**config.mk**
```make
export PLATFORM = sky130hd
export DESIGN_NAME = wb_dbg_master
export DESIGN_NICKNAME = d
export VERILOG_FILES = /design/src/rtl/wb_dbg_master.sv
export SDC_FILE = /design/constraint.sdc
export NUM_CORES = 1
export LEC_CHECK = 0
export BUFFER_PORTS_ARGS = -buffer_cell sky130_fd_sc_hd__buf_2
export CAP_MARGIN = 20
export CORE_MARGIN = 4
export CORE_UTILIZATION = 30
export CTS_CLUSTER_DIAMETER = 100
export DETAILED_ROUTE_END_ITERATION = 12
export SYNTH_ARGS = -nofsm -noshare
export SYNTH_HDL_FRONTEND = slang
export SYNTH_SLANG_ARGS = --single-unit
```
**constraint.sdc**
```tcl
create_clock -name clk -period 2.3 [get_ports clk]
set_input_delay 0.46 -clock clk [delete_from_list [all_inputs] [get_ports clk]]
set_output_delay 0.46 -clock clk [all_outputs]
set_load 0.01 [all_outputs]
```
**src/rtl/wb_dbg_master.sv**
```systemverilog
// rtl/wb_dbg_master.sv - UART byte-stream driven Wishbone debug initiator
module wb_dbg_master #(
    parameter int unsigned wb_timeout   = 255,
    parameter int unsigned byte_timeout = 50000
) (
    input  logic        clk,
    input  logic        reset_n,
    input  logic [7:0]  rx_data,
    input  logic        rx_stb,
    output logic [7:0]  tx_data,
    output logic        tx_wr,
    input  logic        tx_busy,
    output logic [31:0] wb_adr_o,
    output logic [31:0] wb_dat_o,
    output logic [3:0]  wb_sel_o,
    output logic        wb_we_o,
    output logic        wb_cyc_o,
    output logic        wb_stb_o,
    input  logic [31:0] wb_dat_i,
    input  logic        wb_ack_i,
    input  logic        wb_err_i,
    output logic        busy,
    output logic        overrun
);

    typedef enum logic [2:0] {
        S_IDLE,
        S_ADDR,
        S_DATA,
        S_BUS,
        S_TX
    } state_t;

    localparam logic [7:0] CMD_WR = 8'h01;
    localparam logic [7:0] CMD_RD = 8'h02;
    localparam logic [7:0] RSP_OK = 8'h06;
    localparam logic [7:0] RSP_NAK = 8'h15;

    state_t      r_state;
    logic        r_we;
    logic [3:0]  r_sel;
    logic [31:0] r_adr;
    logic [31:0] r_wdat;
    logic        r_cyc;
    logic [1:0]  r_cnt;
    logic [31:0] r_byte_tmr;
    logic [31:0] r_bus_tmr;
    // Response bytes leave from the top of this register, MSB first.
    logic [31:0] r_shift;
    logic [1:0]  r_rsp_cnt;
    logic        r_last;
    // Set for the cycle after a tx_wr pulse, when the UART has not yet raised tx_busy.
    logic        r_gap;
    logic [7:0]  r_tx_data;
    logic        r_tx_wr;
    logic        r_overrun;

    wire         w_field_done = (r_cnt == 2'd3);
    wire         w_rx_drop    = rx_stb && ((r_state == S_BUS) || (r_state == S_TX));

    assign wb_adr_o = r_adr;
    assign wb_dat_o = r_wdat;
    assign wb_sel_o = r_sel;
    assign wb_we_o  = r_we;
    assign wb_cyc_o = r_cyc;
    assign wb_stb_o = r_cyc;
    assign tx_data  = r_tx_data;
    assign tx_wr    = r_tx_wr;
    assign busy     = (r_state != S_IDLE);
    assign overrun  = r_overrun;

    // Frame parser, bus cycle and response sequencer.
    always_ff @(posedge clk or negedge reset_n) begin
        if (!reset_n) begin
            r_state    <= S_IDLE;
            r_we       <= 1'b0;
            r_sel      <= 4'h0;
            r_adr      <= 32'h0;
            r_wdat     <= 32'h0;
            r_cyc      <= 1'b0;
            r_cnt      <= 2'd0;
            r_byte_tmr <= 32'h0;
            r_bus_tmr  <= 32'h0;
            r_shift    <= 32'h0;
            r_rsp_cnt  <= 2'd0;
            r_last     <= 1'b0;
            r_gap      <= 1'b0;
            r_tx_data  <= 8'h0;
            r_tx_wr    <= 1'b0;
            r_overrun  <= 1'b0;
        end else begin
            if (w_rx_drop) begin
                r_overrun <= 1'b1;
            end
            case (r_state)
                S_IDLE: begin
                    if (rx_stb) begin
                        r_cnt      <= 2'd0;
                        r_byte_tmr <= 32'h0;
                        if (rx_data == CMD_WR || rx_data == CMD_RD) begin
                            r_we    <= (rx_data == CMD_WR);
                            r_sel   <= 4'hF;
                            r_state <= S_ADDR;
                        end else begin
                            r_shift   <= {RSP_NAK, 24'h0};
                            r_rsp_cnt <= 2'd0;
                            r_state   <= S_TX;
                        end
                    end
                end
                S_ADDR, S_DATA: begin
                    if (rx_stb) begin
                        r_byte_tmr <= 32'h0;
                        r_cnt      <= r_cnt + 2'd1;
                        if (r_state == S_ADDR) begin
                            r_adr <= {r_adr[23:0], rx_data};
                        end else begin
                            r_wdat <= {r_wdat[23:0], rx_data};
                        end
                        if (w_field_done) begin
                            if (r_state == S_ADDR && r_we) begin
                                r_state <= S_DATA;
                            end else begin
                                r_cyc     <= 1'b1;
                                r_bus_tmr <= 32'h0;
                                r_state   <= S_BUS;
                            end
                        end
                    end else if (r_byte_tmr == byte_timeout - 1) begin
                        r_state <= S_IDLE;
                    end else begin
                        r_byte_tmr <= r_byte_tmr + 32'h1;
                    end
                end
                S_BUS: begin
                    // err has priority over a simultaneous ack.
                    if (wb_err_i) begin
                        r_cyc     <= 1'b0;
                        r_shift   <= {RSP_NAK, 24'h0};
                        r_rsp_cnt <= 2'd0;
                        r_state   <= S_TX;
                    end else if (wb_ack_i) begin
                        r_cyc   <= 1'b0;
                        r_state <= S_TX;
                        if (r_we) begin
                            r_shift   <= {RSP_OK, 24'h0};
                            r_rsp_cnt <= 2'd0;
                        end else begin
                            r_shift   <= wb_dat_i;
                            r_rsp_cnt <= 2'd3;
                        end
                    end else if (r_bus_tmr == wb_timeout - 1) begin
                        r_cyc     <= 1'b0;
                        r_shift   <= {RSP_NAK, 24'h0};
                        r_rsp_cnt <= 2'd0;
                        r_state   <= S_TX;
                    end else begin
                        r_bus_tmr <= r_bus_tmr + 32'h1;
                    end
                end
                S_TX: begin
                    if (r_gap) begin
                        r_gap   <= 1'b0;
                        r_tx_wr <= 1'b0;
                        if (r_last) begin
                            r_state <= S_IDLE;
                        end
                    end else if (!tx_busy) begin
                        r_tx_data <= r_shift[31:24];
                        r_shift   <= {r_shift[23:0], 8'h0};
                        r_tx_wr   <= 1'b1;
                        r_gap     <= 1'b1;
                        r_last    <= (r_rsp_cnt == 2'd0);
                        r_rsp_cnt <= r_rsp_cnt - 2'd1;
                    end
                end
                default: begin
                    r_state <= S_IDLE;
                end
            endcase
        end
    end

endmodule

```
==> results.json, run 1 <==
{
  "start_util": 0.306,
  "cp_slowest_cell": "or4_4",
  "ant_nets": 0,
  "antenna-diode-count": 0,
  "ir_worst_vdd_v": 0.000482,
  "dp_hpwl_um": 16200,
  "cts_hold_buf": 0,
  "failed_checks": "negative hold slack",
  "drt_iter0_drc": 463,
  "cts_made_buffers": 17,
  "final_cells": 1375,
  "cts.sinks": 182,
  "clock_skew_ps": 12.9,
  "gr-total-overflow": 0,
  "fin_area_um2": 11100,
  "min_period_over_period": 0.981,
  "crit_path_max_incr_delay_ps": 490,
  "path_cells": "nor4_1 -> nand4_1 -> o21a_1 -> or4_4 -> buf_12 -> mux2_4",
  "synth-edff-count": 0,
  "max-slew-margin-rel": 0.660,
  "firstDrtPassIters": 5,
  "crit_family": "simple AND/OR/NAND/NOR gates",
  "gp_congestion": 0.820,
  "dpl_cell_area_um2": 10500,
  "die_h_um": 180,
  "tns_ps": 0,
  "rsz0062_at_grt": "true",
  "cts_tree": "built",
  "clock_latency_ps": 430,
  "wl_per_cell_um": 16.3,
  "antenna_found_initial": 1,
  "dp.cells": 1342,
  "viasPerCell": 5.08,
  "path_buf_inv": 1,
  "ys_ff_latch": 182,
  "grt_pass1_vias": 6927,
  "worstPathRequired_ps": 2610,
  "post-route-util": 0.385,
  "io_buffer_count": 127,
  "hold_violations": 8,
  "ctsRootBufferMaster": "clkbuf_16",
  "p_per_area_nw_per_um2": 838,
  "avgSynthCellArea_um2": 11.2,
  "syn_area_um2": 8860,
  "ys_types": 63,
  "fp.dieW_um": 180,
  "h-tree-depth": 4,
  "cp-end-kind": "flip-flop",
  "status": "finished with violations",
  "final_common_cell": "dfrtp_1",
  "num_rows": 62,
  "layout-drive-gt1-share": 0.357,
  "dieArea_um2": 32300,
  "worstPathMaxFanout": 16,
  "fmax_ghz": 0.443,
  "p_leak_nw": 5.31,
  "coreArea_um2": 28900,
  "max-cap-violations": 0,
  "timing.hold.ws_ps": -10.9,
  "syn_inst": 791,
  "final_cell_mix": "dfrtp_1, buf_2, buf_4",
  "cts_max_path_buffers": 2,
  "cp-start-kind": "flip-flop",
  "nNetsFinal": 1029,
  "yosysSeqAreaShare": 0.514,
  "drc": 0,
  "worst_pin_slew_ps": 510,
  "clk_pin_slew_ps": 80,
  "grt_use_total": 0.136,
  "wl_um": 22400,
  "synthToLayoutAreaGrowth_pct": 25.8,
  "vias": 6986,
  "grt_pass1_wl_um": 36700,
  "hold_class": "input pin to async pin",
  "layout_min_cycle_time_ps": 2260,
  "syn-num-nets": 842,
  "slew_viol_final": 0,
  "synth_warnings": 0,
  "synth_ff_type": "dfrtp_1",
  "grt_max_degree": 59,
  "setup_viol_count_final": 0,
  "synthArstFlopShare": 1.00,
  "ios": 128,
  "path_class": "flip-flop to flip-flop",
  "crit_arrival_ps": 2570
}
## sequential cells by signal, indices dropped and copies added, names as in the netlist, 2 cells and up
| name | flops |
|---|---|
| wb_dat_o | 32 |
| r_bus_tmr | 32 |
| r_byte_tmr | 32 |
| r_cnt | 2 |
| tx_data | 8 |
| r_state | 3 |
| r_rsp_cnt | 2 |
| r_shift | 32 |
| wb_adr_o | 32 |
## per-stage QoR
stage               worst slack [ps]  total power, W
global placement               -19.4         0.00640
global route                   -88.1         0.00984
detailed placement             -35.8         0.00643
floorplan                      -69.5         0.00541
CTS                             3.55         0.00942
finish                          42.8         0.00934
## worst register-to-register path, delay by kind of cell, from the launching register on
kind | cells | cell delay [ps]
DFF | 1 | 380
AOI/OAI and AO/OA | 1 | 250
buffers and inverters | 1 | 200
muxes | 1 | 300
and+or+nand+nor | 3 | 1010
## power breakdown
group / switching, W / internal, W
clock network: 0.00140 / 0.00156
registers: 0.000285 / 0.00360
logic: 0.00131 / 0.00119
## cell type report
cell class / instances / area [µm²]
Clock buffer: 17 / 425
Clock inverter: 15 / 185
Fill cell: 2779 / 17800
Inverter: 19 / 71.3
Multi-Input combinational cell: 542 / 4010
Sequential cell: 182 / 4550
Tap cell: 384 / 480
Timing Repair Buffer: 216 / 1430
## path summary, 6_finish.rpt
path | start | endpoint | slack (ps) | cells past startpoint
max in group asynchronous | reset_n | wb_adr_o[12] | 1620 | 2
min reg2reg | r_cnt[0] | r_cnt[0] | 480 | 1
min | reset_n | tx_data[6] | -10 | 1
min in group clk | wb_dat_i[0] | r_shift[0] | 240 | 2
max reg2reg | r_bus_tmr[29] | r_shift[27] | 40 | 6
max | r_bus_tmr[29] | r_shift[27] | 40 | 6
## per-layer routing
layer  vias to the layer above  part of all wire  GRT usage
li1                       3346                 -          -
met3                        28             0.048     0.0333
met4                         2             0.017     0.0415
met5                         -           0.00031          0
met1                      3445              0.46      0.180
met2                       165              0.47      0.221
## synthesized netlist by cell type, types with 3 or more instances
master | instances | area share
and2_1 | 10 | 0.0071
nand4_1 | 23 | 0.016
xnor2_1 | 4 | 0.0040
ha_1 | 5 | 0.0071
nor3_1 | 18 | 0.010
clkbuf_1 | 28 | 0.012
buf_1 | 4 | 0.0017
mux2_2 | 68 | 0.086
a22o_1 | 29 | 0.029
nand3_1 | 32 | 0.018
buf_6 | 5 | 0.0064
o22ai_1 | 4 | 0.0028
inv_1 | 19 | 0.0080
or4_1 | 9 | 0.0076
a41oi_1 | 5 | 0.0049
xor2_1 | 10 | 0.0099
mux2_1 | 11 | 0.014
mux2_4 | 21 | 0.036
o211ai_1 | 4 | 0.0034
o31a_1 | 4 | 0.0040
o311ai_0 | 3 | 0.0030
buf_2 | 4 | 0.0023
nand2_1 | 38 | 0.016
o21ai_0 | 26 | 0.015
a21o_1 | 8 | 0.0068
nor2_1 | 41 | 0.017
buf_4 | 5 | 0.0042
nor3b_1 | 3 | 0.0025
and3_1 | 12 | 0.0085
nor4_1 | 16 | 0.011
nand2b_1 | 10 | 0.0071
dfrtp_1 | 182 | 0.51
or3_1 | 15 | 0.011
a31oi_1 | 37 | 0.026
o31ai_1 | 4 | 0.0034
and4_1 | 7 | 0.0069
a21oi_1 | 29 | 0.016
mux2i_1 | 4 | 0.0045
## repair_timing
| item | in CTS | in global routing |
|---|---|---|
| endpoints found under the setup margin | 0 | 42 |
| buffers inserted | 0 | 1 |
| gates resized for setup | 0 | 4 |
## logic make-up after synthesis
logic type	count (synthesis)	share of synthesized area
AO/OA/AOI/OAI	167	0.127
XOR/XNOR	14	0.0138
adder cells (fa/ha/maj)	5	0.00706
buffers and inverters	67	0.0378
flip-flops	182	0.514
multiplexers	104	0.141
AND/OR/NAND/NOR	252	0.160
(Power assumes the default switching activity.)
==> run 2, diff against run 1 <==
Settings changed: ABC_AREA from default to 1, CORE_MARGIN 4 to 2.
==> results.json, run 2 <==
{
  "synthTopCellsByArea": "dfrtp_1, nand2_1, nor2_1",
  "ys_types": 37,
  "avgSynthCellArea_um2": 7.75,
  "setup_viol_count_final": 0,
  "switching_share": 0.307,
  "cts_tree": "built",
  "worst_pin_slew_ps": 582,
  "crit_top_cell": "inv_1",
  "syn-num-nets": 1271,
  "synth_ff_type": "dfrtp_1",
  "crit_path_max_incr_delay_ps": 440,
  "post-place-ws_ps": 310,
  "power_w": 0.00804,
  "grt_max_degree": 63,
  "rsz0062_at_grt": "false",
  "ant_nets": 0,
  "setup_ws_ps": 226,
  "tns_ps": 0,
  "antenna_found_initial": 1,
  "clk_pin_slew_ps": 70,
  "grt_pass1_wl_um": 40200,
  "start_util": 0.307,
  "cts_made_buffers": 17,
  "cp-end-kind": "output pin",
  "cts.sinks": 182,
  "clock_skew_ps": 14.8,
  "dieArea_um2": 32900,
  "min_period_over_period": 0.902,
  "cp-start-kind": "flip-flop",
  "worstPathMaxFanout": 5,
  "clock_power_share": 0.356,
  "seqCellArea_um2": 4550,
  "synth_top_area_cell": "dfrtp_1",
  "status": "finished clean",
  "pwr-share-seq": 0.457,
  "synth_warnings": 0,
  "firstDrtPassIters": 5,
  "grt_use_total": 0.149,
  "ys_ff_latch": 182,
  "layout_min_cycle_time_ps": 2070,
  "fp.dieW_um": 181,
  "gr-total-overflow": 0,
  "final_common_cell": "nand2_1",
  "cts_resized": 0,
  "max-slew-margin-rel": 0.609,
  "multi_input_area_um2": 4300,
  "p_per_area_nw_per_um2": 719,
  "synth.top_cell.area_share": 0.482,
  "dp_hpwl_um": 17300,
  "hold_violations": 0,
  "synth-edff-count": 0,
  "rrSetupSlack_ps": 320,
  "die_h_um": 181,
  "coreArea_um2": 30800,
  "switching_power_w": 0.00247,
  "clock_latency_ps": 440,
  "final_cells": 1748,
  "path_class": "flip-flop to output pin",
  "num-fill-cells": 3190,
  "p_leak_nw": 5.46,
  "max-cap-violations": 0,
  "dpl_cell_area_um2": 10600,
  "layout-drive-gt1-share": 0.175,
  "h-tree-depth": 4,
  "intPower_w": 0.00557,
  "cp_slowest_cell": "dfrtp_1",
  "fmax_ghz": 0.482,
  "crit_arrival_ps": 1610,
  "path_buf_inv": 3,
  "synthTopCellsByCount": "nand2_1, dfrtp_1, nor2_1",
  "syn_inst": 1220,
  "vias": 8251,
  "viasPerCell": 4.72,
  "antenna-diode-count": 0,
  "cts_max_path_buffers": 2,
  "ctsRootBufferMaster": "clkbuf_16",
  "syn_area_um2": 9450,
  "final_cell_mix": "nand2_1, dfrtp_1, nor2_1",
  "io_buffer_count": 127,
  "ir_worst_vdd_v": 0.000676,
  "crit_family": "flip-flops",
  "yosysMostFrequentCell": "nand2_1",
  "worstPathRequired_ps": 1840,
  "path_cells": "nor2_2 -> inv_1 -> nor2_1 -> inv_1 -> buf_2",
  "wl_per_cell_um": 13.5,
  "hold_class": "input pin to flip-flop",
  "gp_congestion": 0.912,
  "slew_viol_final": 0,
  "drt_iter0_drc": 467,
  "fin_area_um2": 11200,
  "dp.cells": 1715,
  "pwr-share-comb": 0.187,
  "wl_um": 23700,
  "grt_pass1_vias": 7941,
  "ios": 128,
  "num_rows": 64,
  "nNetsFinal": 1390,
  "drc": 0,
  "synthToLayoutAreaGrowth_pct": 18.3,
  "yosysSeqAreaShare": 0.482,
  "synthArstFlopShare": 1.00
}
==> run 2: changes by cell type in the layout (fill, tap and decap cells not counted), sizes merged, moves of 14 or more <==
cell / change
a31oi: -37
buf: -68
inv: +76
mux2: -81
nand2: +365
nand3: +65
nor2: +99
nor4: -16
o21a: +14
o21ai: +59
or2: +15
or3: -15
==> run 2: layout make-up <==
class	count	area share
sequential	182	0.407
multi-input combinational	892	0.385
timing repair buffer	149	0.0805
tap	396	0.0443
clock buffer	20	0.0400
inverter	97	0.0326
clock inverter	12	0.0109
==> run 2: worst paths after layout <==
| check | start | endpoint | cells after the start |
|---|---|---|---|
| setup reg to reg | r_state[1] | tx_data[4] | 5 |
| setup / recovery | r_state[1] | busy | 5 |
| hold reg to reg | r_shift[27] | r_shift[27] | 2 |
| hold / removal | wb_dat_i[1] | r_shift[1] | 3 |
| max in group asynchronous | reset_n | wb_adr_o[20] | 3 |
| min in group asynchronous | reset_n | r_byte_tmr[25] | 2 |
==> run 2: stage by stage <==
stage / hold WS [ps] / util
after CTS: 204 / 0.363
after floorplan: 164 / -
final: 220 / 0.363
after global routing: 219 / 0.363
after global placement: 455 / 0.344
after detailed placement: 455 / 0.344
==> run 2: tightest hold or removal path, cell delays in order <==
cell,delay [ps]
buf_2,70
nand2_1,40
nand2_1,50
==> run 2: repair_timing <==
action / CTS / global route
buffers inserted: 0 / 0
hold buffers: 1 / 0
endpoints found under the hold margin: 8 / 0
endpoints found under the setup margin: 0 / 0
==> run 2: power by group through the flow <==
stage | registers (W) | logic, W | clock network, W
CTS | 0.00368 | 0.00153 | 0.00293
detailed placement | 0.00374 | 0.00152 | 0
finish | 0.00368 | 0.00150 | 0.00286
floorplan | 0.00380 | 0.000821 | 0
global placement | 0.00373 | 0.00151 | 0
global route | 0.00371 | 0.00169 | 0.00305
==> run 2: per-layer routing <==
metal	global-route usage	wire, µm
met5	0	13
met1	0.198	11100
met4	0.0315	206
met3	0.0453	1580
met2	0.239	10800
==> run 2: kinds of logic (layout without fill, tap and decap cells) <==
group,count (synthesis),in the layout,share of synthesized area
XOR/XNOR,20,20,0.0185
AND/OR/NAND/NOR,700,700,0.312
multiplexers,19,19,0.0226
buffers and inverters,146,278,0.0647
adder cells (fa/ha/maj),5,5,0.00662
AO/OA/AOI/OAI,148,148,0.0936
flip-flops,182,182,0.482
==> run 3, diff against run 2 <==
--- a/config.mk
+++ b/config.mk
@@ -10,6 +10,6 @@
 export CAP_MARGIN = 20
-export CORE_MARGIN = 2
-export CORE_UTILIZATION = 30
+export CORE_UTILIZATION = 53
 export CTS_CLUSTER_DIAMETER = 100
 export DETAILED_ROUTE_END_ITERATION = 12
+export PLACE_DENSITY = 0.77
 export SYNTH_ARGS = -nofsm -noshare
--- a/constraint.sdc
+++ b/constraint.sdc
@@ -3,2 +3,2 @@
 set_output_delay 0.46 -clock clk [all_outputs]
-set_load 0.01 [all_outputs]
+set_load 0.05 [all_outputs]
==> results.json, run 3 (synthesis results as in run 2) <==
{
  "status": "finished clean",
  "gp_congestion": 0.906,
  "final_cell_mix": "nand2_1, dfrtp_1, nor2_1",
  "fp.dieW_um": 136,
  "min_period_over_period": 0.929,
  "worstPathMaxFanout": 5,
  "post-place-ws_ps": 364,
  "clock_skew_ps": 14.0,
  "gr-total-overflow": 0,
  "num-fill-cells": 1468,
  "setup_ws_ps": 164,
  "nNetsFinal": 1393,
  "cts_tree": "built",
  "cp-start-kind": "flip-flop",
  "clk_pin_slew_ps": 70,
  "dieArea_um2": 18400,
  "clock_latency_ps": 440,
  "post-route-util": 0.633,
  "ctsRootBufferMaster": "clkbuf_16",
  "cts_max_path_buffers": 2,
  "grt_use_total": 0.257,
  "path_class": "flip-flop to output pin",
  "num_rows": 48,
  "tns_ps": 0,
  "seqCellArea_um2": 4550,
  "final_common_cell": "nand2_1",
  "drt_iter0_drc": 727,
  "multi_input_area_um2": 4300,
  "firstDrtPassIters": 5,
  "die_h_um": 136,
  "antenna-diode-count": 0,
  "ir_worst_vdd_v": 0.000645,
  "max-cap-violations": 0,
  "rsz0062_at_grt": "false",
  "slew_viol_final": 0,
  "fmax_ghz": 0.468,
  "cts.sinks": 182,
  "max-slew-margin-rel": 0.641,
  "synthToLayoutAreaGrowth_pct": 16.2,
  "layout-drive-gt1-share": 0.177,
  "wl_per_cell_um": 14.1,
  "crit_arrival_ps": 1680,
  "coreArea_um2": 17400,
  "p_leak_nw": 5.47,
  "cp-end-kind": "output pin",
  "start_util": 0.545,
  "wl_um": 22200,
  "grt_pass1_wl_um": 37500,
  "viasPerCell": 5.28,
  "drc": 0,
  "grt_pass1_vias": 7645,
  "h-tree-depth": 4,
  "r2r_start": "r_bus_tmr[0]",
  "antenna_found_initial": 0,
  "cts_made_buffers": 17,
  "hold_start": "wb_dat_i[6]",
  "worstPathRequired_ps": 1840,
  "grt_max_degree": 63,
  "io_buffer_count": 127,
  "p_per_area_nw_per_um2": 801,
  "layout_min_cycle_time_ps": 2140,
  "ios": 128,
  "ant_nets": 0,
  "cp-startpoint": "r_state[1]",
  "timing.hold.ws_ps": 214,
  "vias": 8348,
  "hold_violations": 0,
  "dp_hpwl_um": 15700,
  "setup_viol_count_final": 0,
  "worst_pin_slew_ps": 535,
  "hold_class": "input pin to flip-flop"
}
[run 3: changes by cell type in the layout (fill, tap and decap cells not counted), moves of 2 or more]
cell / previous run / this run
buf_4: 14 / 19
inv_8: 1 / 4
buf_12: 7 / 5
clkinv_4: 5 / 0
inv_6: 3 / 5
[run 3: what timing repair did]
| action | CTS | global route |
|---|---|---|
| hold buffers | 1 | 0 |
| buffers inserted | 0 | 0 |
| endpoints found under the hold margin | 17 | 0 |
| resized for setup | 0 | 0 |
[run 3: cell type report]
type / instances / area share
clock inverters: 12 / 0.0120
multi-input cells: 892 / 0.391
well taps: 225 / 0.0256
clock buffers: 20 / 0.0416
flip-flops and latches: 182 / 0.415
inverters: 97 / 0.0331
repair buffers: 152 / 0.0817
[run 3: power breakdown]
part | internal (W) | switching [W]
Combinational | 0.000552 | 0.00163
Clock | 0.00160 | 0.00134
Sequential | 0.00348 | 0.000196
Total | 0.00563 | 0.00317
[run 3: per-layer routing]
layer,global-route usage,up-vias,part of all wire
met5,0,-,0
met2,0.401,249,0.46
met3,0.0658,30,0.063
met4,0.0718,0,0.015
met1,0.356,3904,0.46
li1,-,4165,-
[run 3: critical path, stage by stage (launching register included)]
cell     delay (ps)
dfrtp_1         440
nor2_2          220
inv_1            80
nor2_1          180
inv_1           110
buf_2           230
[run 3: worst paths after layout]
check / endpoint / slack, ps / depth (start not counted)
worst max-delay path: busy / 160 / 5
worst min-delay path: r_shift[6] / 210 / 3
worst max register to register: r_bus_tmr[25] / 390 / 9
worst min register to register: r_shift[6] / 480 / 2
max in group asynchronous: wb_dat_o[7] / 1030 / 3
min in group asynchronous: r_byte_tmr[12] / 530 / 2
[run 3: metrics by stage]
| stage | instances | power, W | area (µm²) |
|---|---|---|---|
| after global routing | 1580 | 0.00915 | 11000 |
| after global placement | 1547 | 0.00586 | 10400 |
| final | 1580 | 0.00880 | 11000 |
| after CTS | 1580 | 0.00886 | 11000 |
| after floorplan | 1220 | 0.00529 | 9450 |
| after detailed placement | 1547 | 0.00591 | 10400 |
